File: config.mk
export PLATFORM = sky130hd
export DESIGN_NAME = alu_share_arbiter
export DESIGN_NICKNAME = d
export VERILOG_FILES = /design/src/rtl/alu_pkg.sv /design/src/rtl/alu_share_arbiter_rr_arbiter.sv /design/src/rtl/alu_share_arbiter.sv
export SDC_FILE = /design/constraint.sdc
export NUM_CORES = 1
export LEC_CHECK = 0
export CORE_MARGIN = 5
export CORE_UTILIZATION = 34
export CTS_CLUSTER_SIZE = 10
export DETAILED_ROUTE_END_ITERATION = 7
export PLACE_DENSITY = 0.84
export SYNTH_ARGS = -nofsm -noshare
export SYNTH_HDL_FRONTEND = slang
export SYNTH_SLANG_ARGS = --single-unit
File: constraint.sdc
create_clock -name clk -period 2 [get_ports clk]
set_clock_uncertainty 0.1 [all_clocks]
set_input_delay 0.4 -clock clk [delete_from_list [all_inputs] [get_ports clk]]
set_output_delay 0.4 -clock clk [all_outputs]
set_load 0.005 [all_outputs]
File: src/rtl/alu_pkg.sv
// Shared definitions for the ALU sharing arbiter: op codes, FSM states and op legality.
package alu_pkg;

  localparam int unsigned OP_W = 5;

  localparam logic [OP_W-1:0] ALU_ADD = 5'd1;
  localparam logic [OP_W-1:0] ALU_SUB = 5'd2;
  localparam logic [OP_W-1:0] ALU_MUL = 5'd3;
  localparam logic [OP_W-1:0] ALU_MOV = 5'd4;
  localparam logic [OP_W-1:0] ALU_DIV = 5'd5;
  localparam logic [OP_W-1:0] ALU_AND = 5'd9;
  localparam logic [OP_W-1:0] ALU_OR  = 5'd10;
  localparam logic [OP_W-1:0] ALU_XOR = 5'd11;
  localparam logic [OP_W-1:0] ALU_NOT = 5'd12;
  localparam logic [OP_W-1:0] ALU_LDR = 5'd17;
  localparam logic [OP_W-1:0] ALU_STR = 5'd19;
  localparam logic [OP_W-1:0] ALU_JE  = 5'd25;
  localparam logic [OP_W-1:0] ALU_JNE = 5'd26;
  localparam logic [OP_W-1:0] ALU_JLT = 5'd27;
  localparam logic [OP_W-1:0] ALU_JGT = 5'd28;
  localparam logic [OP_W-1:0] ALU_JGE = 5'd29;
  localparam logic [OP_W-1:0] ALU_JLE = 5'd30;

  typedef enum logic [1:0] {
    ST_IDLE = 2'd0,
    ST_EXEC = 2'd1,
    ST_RESP = 2'd2
  } state_e;

  function automatic logic op_is_legal(input logic [OP_W-1:0] op);
    case (op)
      ALU_ADD, ALU_SUB, ALU_MUL, ALU_MOV, ALU_DIV,
      ALU_AND, ALU_OR, ALU_XOR, ALU_NOT, ALU_LDR, ALU_STR,
      ALU_JE, ALU_JNE, ALU_JLT, ALU_JGT, ALU_JGE, ALU_JLE: op_is_legal = 1'b1;
      default:                                             op_is_legal = 1'b0;
    endcase
  endfunction

endpackage

File: src/rtl/alu_share_arbiter_rr_arbiter.sv
// Combinational round-robin picker: first set request at or above ptr, wrapping around.
module rr_arbiter #(
  parameter int unsigned NREQ = 2,
  localparam int unsigned IDW = (NREQ > 1) ? $clog2(NREQ) : 1
) (
  input  logic [NREQ-1:0] req,
  input  logic [IDW-1:0]  ptr,
  input  logic            en,
  output logic [NREQ-1:0] gnt_c
);

  logic           found;
  logic [IDW-1:0] idx;

  always_comb begin
    gnt_c = '0;
    found = 1'b0;
    idx   = '0;
    for (int unsigned i = 0; i < NREQ; i++) begin
      idx = IDW'((32'(ptr) + i) % NREQ);
      if (en && !found && req[idx]) begin
        gnt_c[idx] = 1'b1;
        found      = 1'b1;
      end
    end
  end

endmodule

File: src/rtl/alu_share_arbiter.sv
// Time-shares one combinational ALU between NREQ requesters with per-op settle latency
// and a valid/ready response channel tagged with the requester id.
module alu_share_arbiter
  import alu_pkg::*;
#(
  parameter int unsigned N       = 32,
  parameter int unsigned NREQ    = 2,
  parameter int unsigned MUL_LAT = 3,
  parameter int unsigned DIV_LAT = 8,
  localparam int unsigned IDW    = (NREQ > 1) ? $clog2(NREQ) : 1
) (
  input  logic                 clk,
  input  logic                 rst_n,
  input  logic [NREQ-1:0]      req_valid,
  output logic [NREQ-1:0]      req_ready,
  input  logic [NREQ*OP_W-1:0] req_ctrl,
  input  logic [NREQ*N-1:0]    req_a,
  input  logic [NREQ*N-1:0]    req_b,
  output logic [OP_W-1:0]      alu_ctrl,
  output logic [N-1:0]         alu_src_a,
  output logic [N-1:0]         alu_src_b,
  input  logic [N-1:0]         alu_result,
  output logic                 rsp_valid,
  input  logic                 rsp_ready,
  output logic [IDW-1:0]       rsp_id,
  output logic [N-1:0]         rsp_result,
  output logic                 rsp_err
);

  localparam int unsigned MAX_LAT = (MUL_LAT > DIV_LAT) ? MUL_LAT : DIV_LAT;
  localparam int unsigned CNT_W   = (MAX_LAT > 1) ? $clog2(MAX_LAT) : 1;

  state_e          state_q, state_d;
  logic [IDW-1:0]  ptr_q, ptr_d;
  logic [IDW-1:0]  id_q, id_d;
  logic [CNT_W-1:0] cnt_q, cnt_d;
  logic [OP_W-1:0] alu_ctrl_q, alu_ctrl_d;
  logic [N-1:0]    alu_a_q, alu_a_d;
  logic [N-1:0]    alu_b_q, alu_b_d;
  logic            rsp_valid_q, rsp_valid_d;
  logic [N-1:0]    rsp_result_q, rsp_result_d;
  logic            rsp_err_q, rsp_err_d;

  logic [NREQ-1:0]  gnt;
  logic             hs;
  logic [OP_W-1:0]  sel_ctrl;
  logic [N-1:0]     sel_a, sel_b;
  logic [IDW-1:0]   sel_id;
  logic [CNT_W-1:0] sel_cnt;
  logic             exec_err;

  rr_arbiter #(.NREQ(NREQ)) u_rr (
    .req   (req_valid),
    .ptr   (ptr_q),
    .en    (state_q == ST_IDLE),
    .gnt_c (gnt)
  );

  assign hs = |(gnt & req_valid);

  // Mux the granted requester's payload out of the flattened buses.
  always_comb begin
    sel_ctrl = '0;
    sel_a    = '0;
    sel_b    = '0;
    sel_id   = '0;
    for (int unsigned i = 0; i < NREQ; i++) begin
      if (gnt[i]) begin
        sel_ctrl = req_ctrl[OP_W*i +: OP_W];
        sel_a    = req_a[N*i +: N];
        sel_b    = req_b[N*i +: N];
        sel_id   = IDW'(i);
      end
    end
  end

  always_comb begin
    case (sel_ctrl)
      ALU_MUL: sel_cnt = CNT_W'(MUL_LAT - 1);
      ALU_DIV: sel_cnt = CNT_W'(DIV_LAT - 1);
      default: sel_cnt = '0;
    endcase
  end

  assign exec_err = !op_is_legal(alu_ctrl_q) || ((alu_ctrl_q == ALU_DIV) && (alu_b_q == '0));

  always_comb begin
    state_d      = state_q;
    ptr_d        = ptr_q;
    id_d         = id_q;
    cnt_d        = cnt_q;
    alu_ctrl_d   = alu_ctrl_q;
    alu_a_d      = alu_a_q;
    alu_b_d      = alu_b_q;
    rsp_valid_d  = rsp_valid_q;
    rsp_result_d = rsp_result_q;
    rsp_err_d    = rsp_err_q;
    case (state_q)
      ST_IDLE: begin
        if (hs) begin
          id_d       = sel_id;
          cnt_d      = sel_cnt;
          alu_ctrl_d = sel_ctrl;
          alu_a_d    = sel_a;
          alu_b_d    = sel_b;
          state_d    = ST_EXEC;
        end
      end
      ST_EXEC: begin
        if (cnt_q == '0) begin
          rsp_valid_d  = 1'b1;
          rsp_err_d    = exec_err;
          rsp_result_d = exec_err ? '0 : alu_result;
          alu_ctrl_d   = '0;
          alu_a_d      = '0;
          alu_b_d      = '0;
          state_d      = ST_RESP;
        end else begin
          cnt_d = cnt_q - CNT_W'(1);
        end
      end
      ST_RESP: begin
        if (rsp_ready) begin
          rsp_valid_d = 1'b0;
          ptr_d       = IDW'((32'(id_q) + 32'd1) % NREQ);
          state_d     = ST_IDLE;
        end
      end
      default: state_d = ST_IDLE;
    endcase
  end

  always_ff @(posedge clk or negedge rst_n) begin
    if (!rst_n) begin
      state_q      <= ST_IDLE;
      ptr_q        <= '0;
      id_q         <= '0;
      cnt_q        <= '0;
      alu_ctrl_q   <= '0;
      alu_a_q      <= '0;
      alu_b_q      <= '0;
      rsp_valid_q  <= 1'b0;
      rsp_result_q <= '0;
      rsp_err_q    <= 1'b0;
    end else begin
      state_q      <= state_d;
      ptr_q        <= ptr_d;
      id_q         <= id_d;
      cnt_q        <= cnt_d;
      alu_ctrl_q   <= alu_ctrl_d;
      alu_a_q      <= alu_a_d;
      alu_b_q      <= alu_b_d;
      rsp_valid_q  <= rsp_valid_d;
      rsp_result_q <= rsp_result_d;
      rsp_err_q    <= rsp_err_d;
    end
  end

  assign req_ready  = gnt;
  assign alu_ctrl   = alu_ctrl_q;
  assign alu_src_a  = alu_a_q;
  assign alu_src_b  = alu_b_q;
  assign rsp_valid  = rsp_valid_q;
  assign rsp_id     = id_q;
  assign rsp_result = rsp_result_q;
  assign rsp_err    = rsp_err_q;

endmodule
==> results of run 1 <==
==> final cells by class <==
cell class	count	area (um2)
well taps	176	220.2
repair buffers	334	3408
clock buffers	9	225.2
inverters	76	285.3
multi-input cells	165	1481
flip-flops and latches	110	2755
clock inverters	7	57.56
fillers	1014	4862
==> worst register-to-register path, stage by stage (launching register included) <==
cell and delay (ns):
dfrtp_1 0.39, nor4_2 0.29, buf_4 0.16, nand4_1 0.09
o21a_1 0.22, a211o_4 0.32, buf_12 0.17, a22o_1 0.20
==> cells by family (layout without fill, tap and decap cells) <==
family	count (synthesis)	after routing	share of synthesized area (%)
AO/OA/AOI/OAI	121	121	24.34
adder cells (fa/ha/maj)	2	2	0.5421
AND/OR/NAND/NOR	40	40	5.259
XOR/XNOR	2	2	0.3796
flip-flops	110	110	59.64
buffers and inverters	108	426	9.840
==> cell usage after synthesis (all sizes together) <==
master / n
a2111oi: 1
a211o: 1
a211oi: 1
a21boi: 1
a21o: 2
a21oi: 5
a221o: 1
a222oi: 69
a22o: 33
a22oi: 1
a311oi: 1
and2: 1
buf: 16
clkbuf: 16
dfrtp: 110
ha: 2
inv: 76
nand2: 4
nand2b: 3
nand3: 2
nand3b: 1
nand4: 4
nand4b: 2
nand4bb: 1
nor2: 9
nor3: 2
nor3b: 2
nor4: 9
o21a: 1
o21ai: 3
o31a: 1
xor2: 2
==> where the power goes <==
part	switching, uW	total [uW]	internal, uW
clock network	879	1740	865
logic	2730	6840	4110
registers	737	3950	3220
total	4350	12500	8190
==> worst paths after layout <==
path	from	to	depth (start not counted)
worst min-delay path	rst_n	alu_src_b[6]$_DFFE_PN0P_	2
worst max register to register	alu_src_b[3]$_DFFE_PN0P_	rsp_result[7]$_DFFE_PN0P_	7
worst min register to register	rsp_result[29]$_DFFE_PN0P_	rsp_result[29]$_DFFE_PN0P_	1
min in group clk	rsp_result[29]$_DFFE_PN0P_	rsp_result[29]$_DFFE_PN0P_	1
max in group asynchronous	rst_n	alu_src_a[12]$_DFFE_PN0P_	3
worst max-delay path	alu_src_b[3]$_DFFE_PN0P_	rsp_result[7]$_DFFE_PN0P_	7
==> through the flow <==
step / util [%] / instances / total power, uW / setup TNS, ns / hold slack, ns
after floorplan: - / 383 / 6368 / 0 / 0.004409
after detailed placement: 58.65 / 844 / 9773 / -17.85 / 0.1154
final: 63.43 / 877 / 12540 / -1.185 / 0.2913
after CTS: 62.31 / 866 / 12220 / -0.9014 / 0.2773
after global placement: 58.65 / 844 / 9512 / -15.93 / 0.1122
after global routing: 63.43 / 877 / 13280 / -5.440 / 0.3063
==> sequential cells by signal, summed over array words and instances, names as in the netlist <==
signal / flops
alu_src_a: 32
alu_src_b: 32
rsp_result: 32
alu_ctrl: 5
cnt_q: 3
state_q: 2
ptr_q: 1
rsp_err: 1
rsp_id: 1
rsp_valid: 1
==> repair_timing <==
| item | in CTS | in global routing |
|---|---|---|
| hold buffers | 1 | 0 |
| cloned | 4 | 3 |
| hold endpoints to repair | 5 | 0 |
| setup buffers | 1 | 9 |
| pin swaps | 7 | 11 |
| gates resized for setup | 17 | 12 |
| setup endpoints to repair | 38 | 93 |
==> metal layers <==
| layer | up-vias | GRT usage [%] | wire length [um] | part of all wire, % |
|---|---|---|---|---|
| met5 | - | 0 | 0 | 0 |
| met4 | 0 | 8.328 | 514 | 2.8 |
| met3 | 35 | 5.044 | 1393 | 7.5 |
| met2 | 272 | 38.29 | 9457 | 51 |
| met1 | 2338 | 27.19 | 7181 | 39 |
| li1 | 2104 | - | - | - |
==> flow_metrics.py, run 1 <==
metrics = {
    "clocking": {
        "h-tree-depth": 3,
        "cts_inserted_buffers": 9,
        "insertion_delay_ns": 0.35,
        "cts.reportedPaths.clkPinSlew_ns": 0.08,
        "cts_tree": "yes",
        "clock_path_buffers": 2,
        "root_buffer": "clkbuf_16",
        "cts_sinks": 110,
    },
    "critical_path": {
        "critPathTopFamily": "compound AO/OA/AOI/OAI gates",
        "crit_buf_inv": 2,
        "ff2ff_setup_slack_ns": -0.05,
        "critPathSlowestCell": "dfrtp_1",
        "cp_cell_sequence": "nor4_2 -> buf_4 -> nand4_1 -> o21a_1 -> a211o_4 -> buf_12 -> a22o_1",
        "critPathKind": "flop to flop",
        "cp_max_fo": 17,
        "crit_path_max_incr_delay_ns": 0.39,
        "critPathRequiredTime_ns": 2.14,
        "critPathCaptureType": "flop",
        "cp.arrival_ns": 2.19,
        "crit_path_start_kind": "flop",
    },
    "synthesis": {
        "avgSynthCellArea_um2": 12.05,
        "yosys_register_bits": 110,
        "yosysTopAreaCellShare_pct": 59.64,
        "syn_nets": 560,
        "synthCells": 383,
        "synth.distinct_cells": 35,
        "ys_seq_area_share_pct": 59.64,
        "yosysWarnings": 0,
        "synth_area_leaders": "dfrtp_1, a222oi_1, a22o_1, inv_1, clkbuf_1",
        "netlist_area_um2": 4616,
        "synth_top_cell_by_area": "dfrtp_1",
    },
    "outcome": {
        "violations": "setup timing",
        "status": "finished with violations",
    },
    "detailed_routing": {
        "ant_nets": 0,
        "routed_wl_um": 18550,
        "viasPerCell": 5.415,
        "vias": 4749,
        "drt_pass1_iterations": 8,
        "wl_per_cell_um": 21.15,
        "detail_route.iter0.violations": 561,
        "detail_route.drc_violations": 0,
    },
    "sta": {
        "finalSetupViolations": 34,
        "fmax_mhz": 487.5,
        "finalHoldViolCount": 0,
        "worst_pin_slew_ns": 0.5639,
        "relSlewSlack_pct": 62.41,
        "slew_viol_final": 0,
        "setup_ws_ns": -0.05121,
        "post-route-period-util_pct": 102.6,
        "rsz0062_at_grt": "true",
        "min_period_ns": 2.051,
    },
    "placement": {
        "portBuffers": 280,
        "placed_cell_area_um2": 7797,
        "place_ws_ns": -0.4166,
        "gp_routability_congestion": 0.8382,
        "dp_hpwl_um": 12840,
    },
    "floorplan": {
        "dieHeight_um": 126.5,
        "die_w_um": 126.5,
        "num_rows": 42,
        "coreArea_um2": 13300,
        "start_util_pct": 34.72,
        "die_area_um2": 16010,
        "io_pins": 281,
    },
    "finish": {
        "final_common_cell": "clkdlybuf4s50_1",
        "final_area_um2": 8433,
        "mostFrequentLayoutCells": "clkdlybuf4s50_1, dfrtp_1, inv_1",
        "num-nets-final": 873,
        "antenna_cells": 0,
        "syn_to_final_growth_pct": 82.71,
        "drive_gt1_share_pct": 12.70,
    },
    "run": {
        "cap_violations": 0,
    },
    "min_path": {
        "hp-class": "primary input to async pin",
    },
    "global_route": {
        "grt_first_pass_wirelength_um": 28100,
        "track_usage_pct": 22.22,
        "grt.overflow.total": 0,
        "antenna_found_initial": 0,
        "grt_pass1_vias": 5101,
        "grt_max_degree": 106,
    },
    "power_and_ir_drop": {
        "vdd_drop_max_mv": 0.7072,
        "p_leak_uw": 0.003926,
        "p_per_area_nw_per_um2": 1487,
    },
}
Power figures use the tool's default switching activity.
==> run 2: changes to the inputs <==
--- a/config.mk
+++ b/config.mk
@@ -5,10 +5,12 @@
 export SDC_FILE = /design/constraint.sdc
 export NUM_CORES = 1
 export LEC_CHECK = 0
+export ABC_CLOCK_PERIOD_IN_PS = 2000
 export CORE_MARGIN = 5
 export CORE_UTILIZATION = 34
 export CTS_CLUSTER_SIZE = 10
 export DETAILED_ROUTE_END_ITERATION = 7
+export HOLD_SLACK_MARGIN = 0.1
 export PLACE_DENSITY = 0.84
 export SYNTH_ARGS = -nofsm -noshare
 export SYNTH_HDL_FRONTEND = slang
==> results of run 2 <==
Final layout, timing and power as in run 1 (identical DEF).
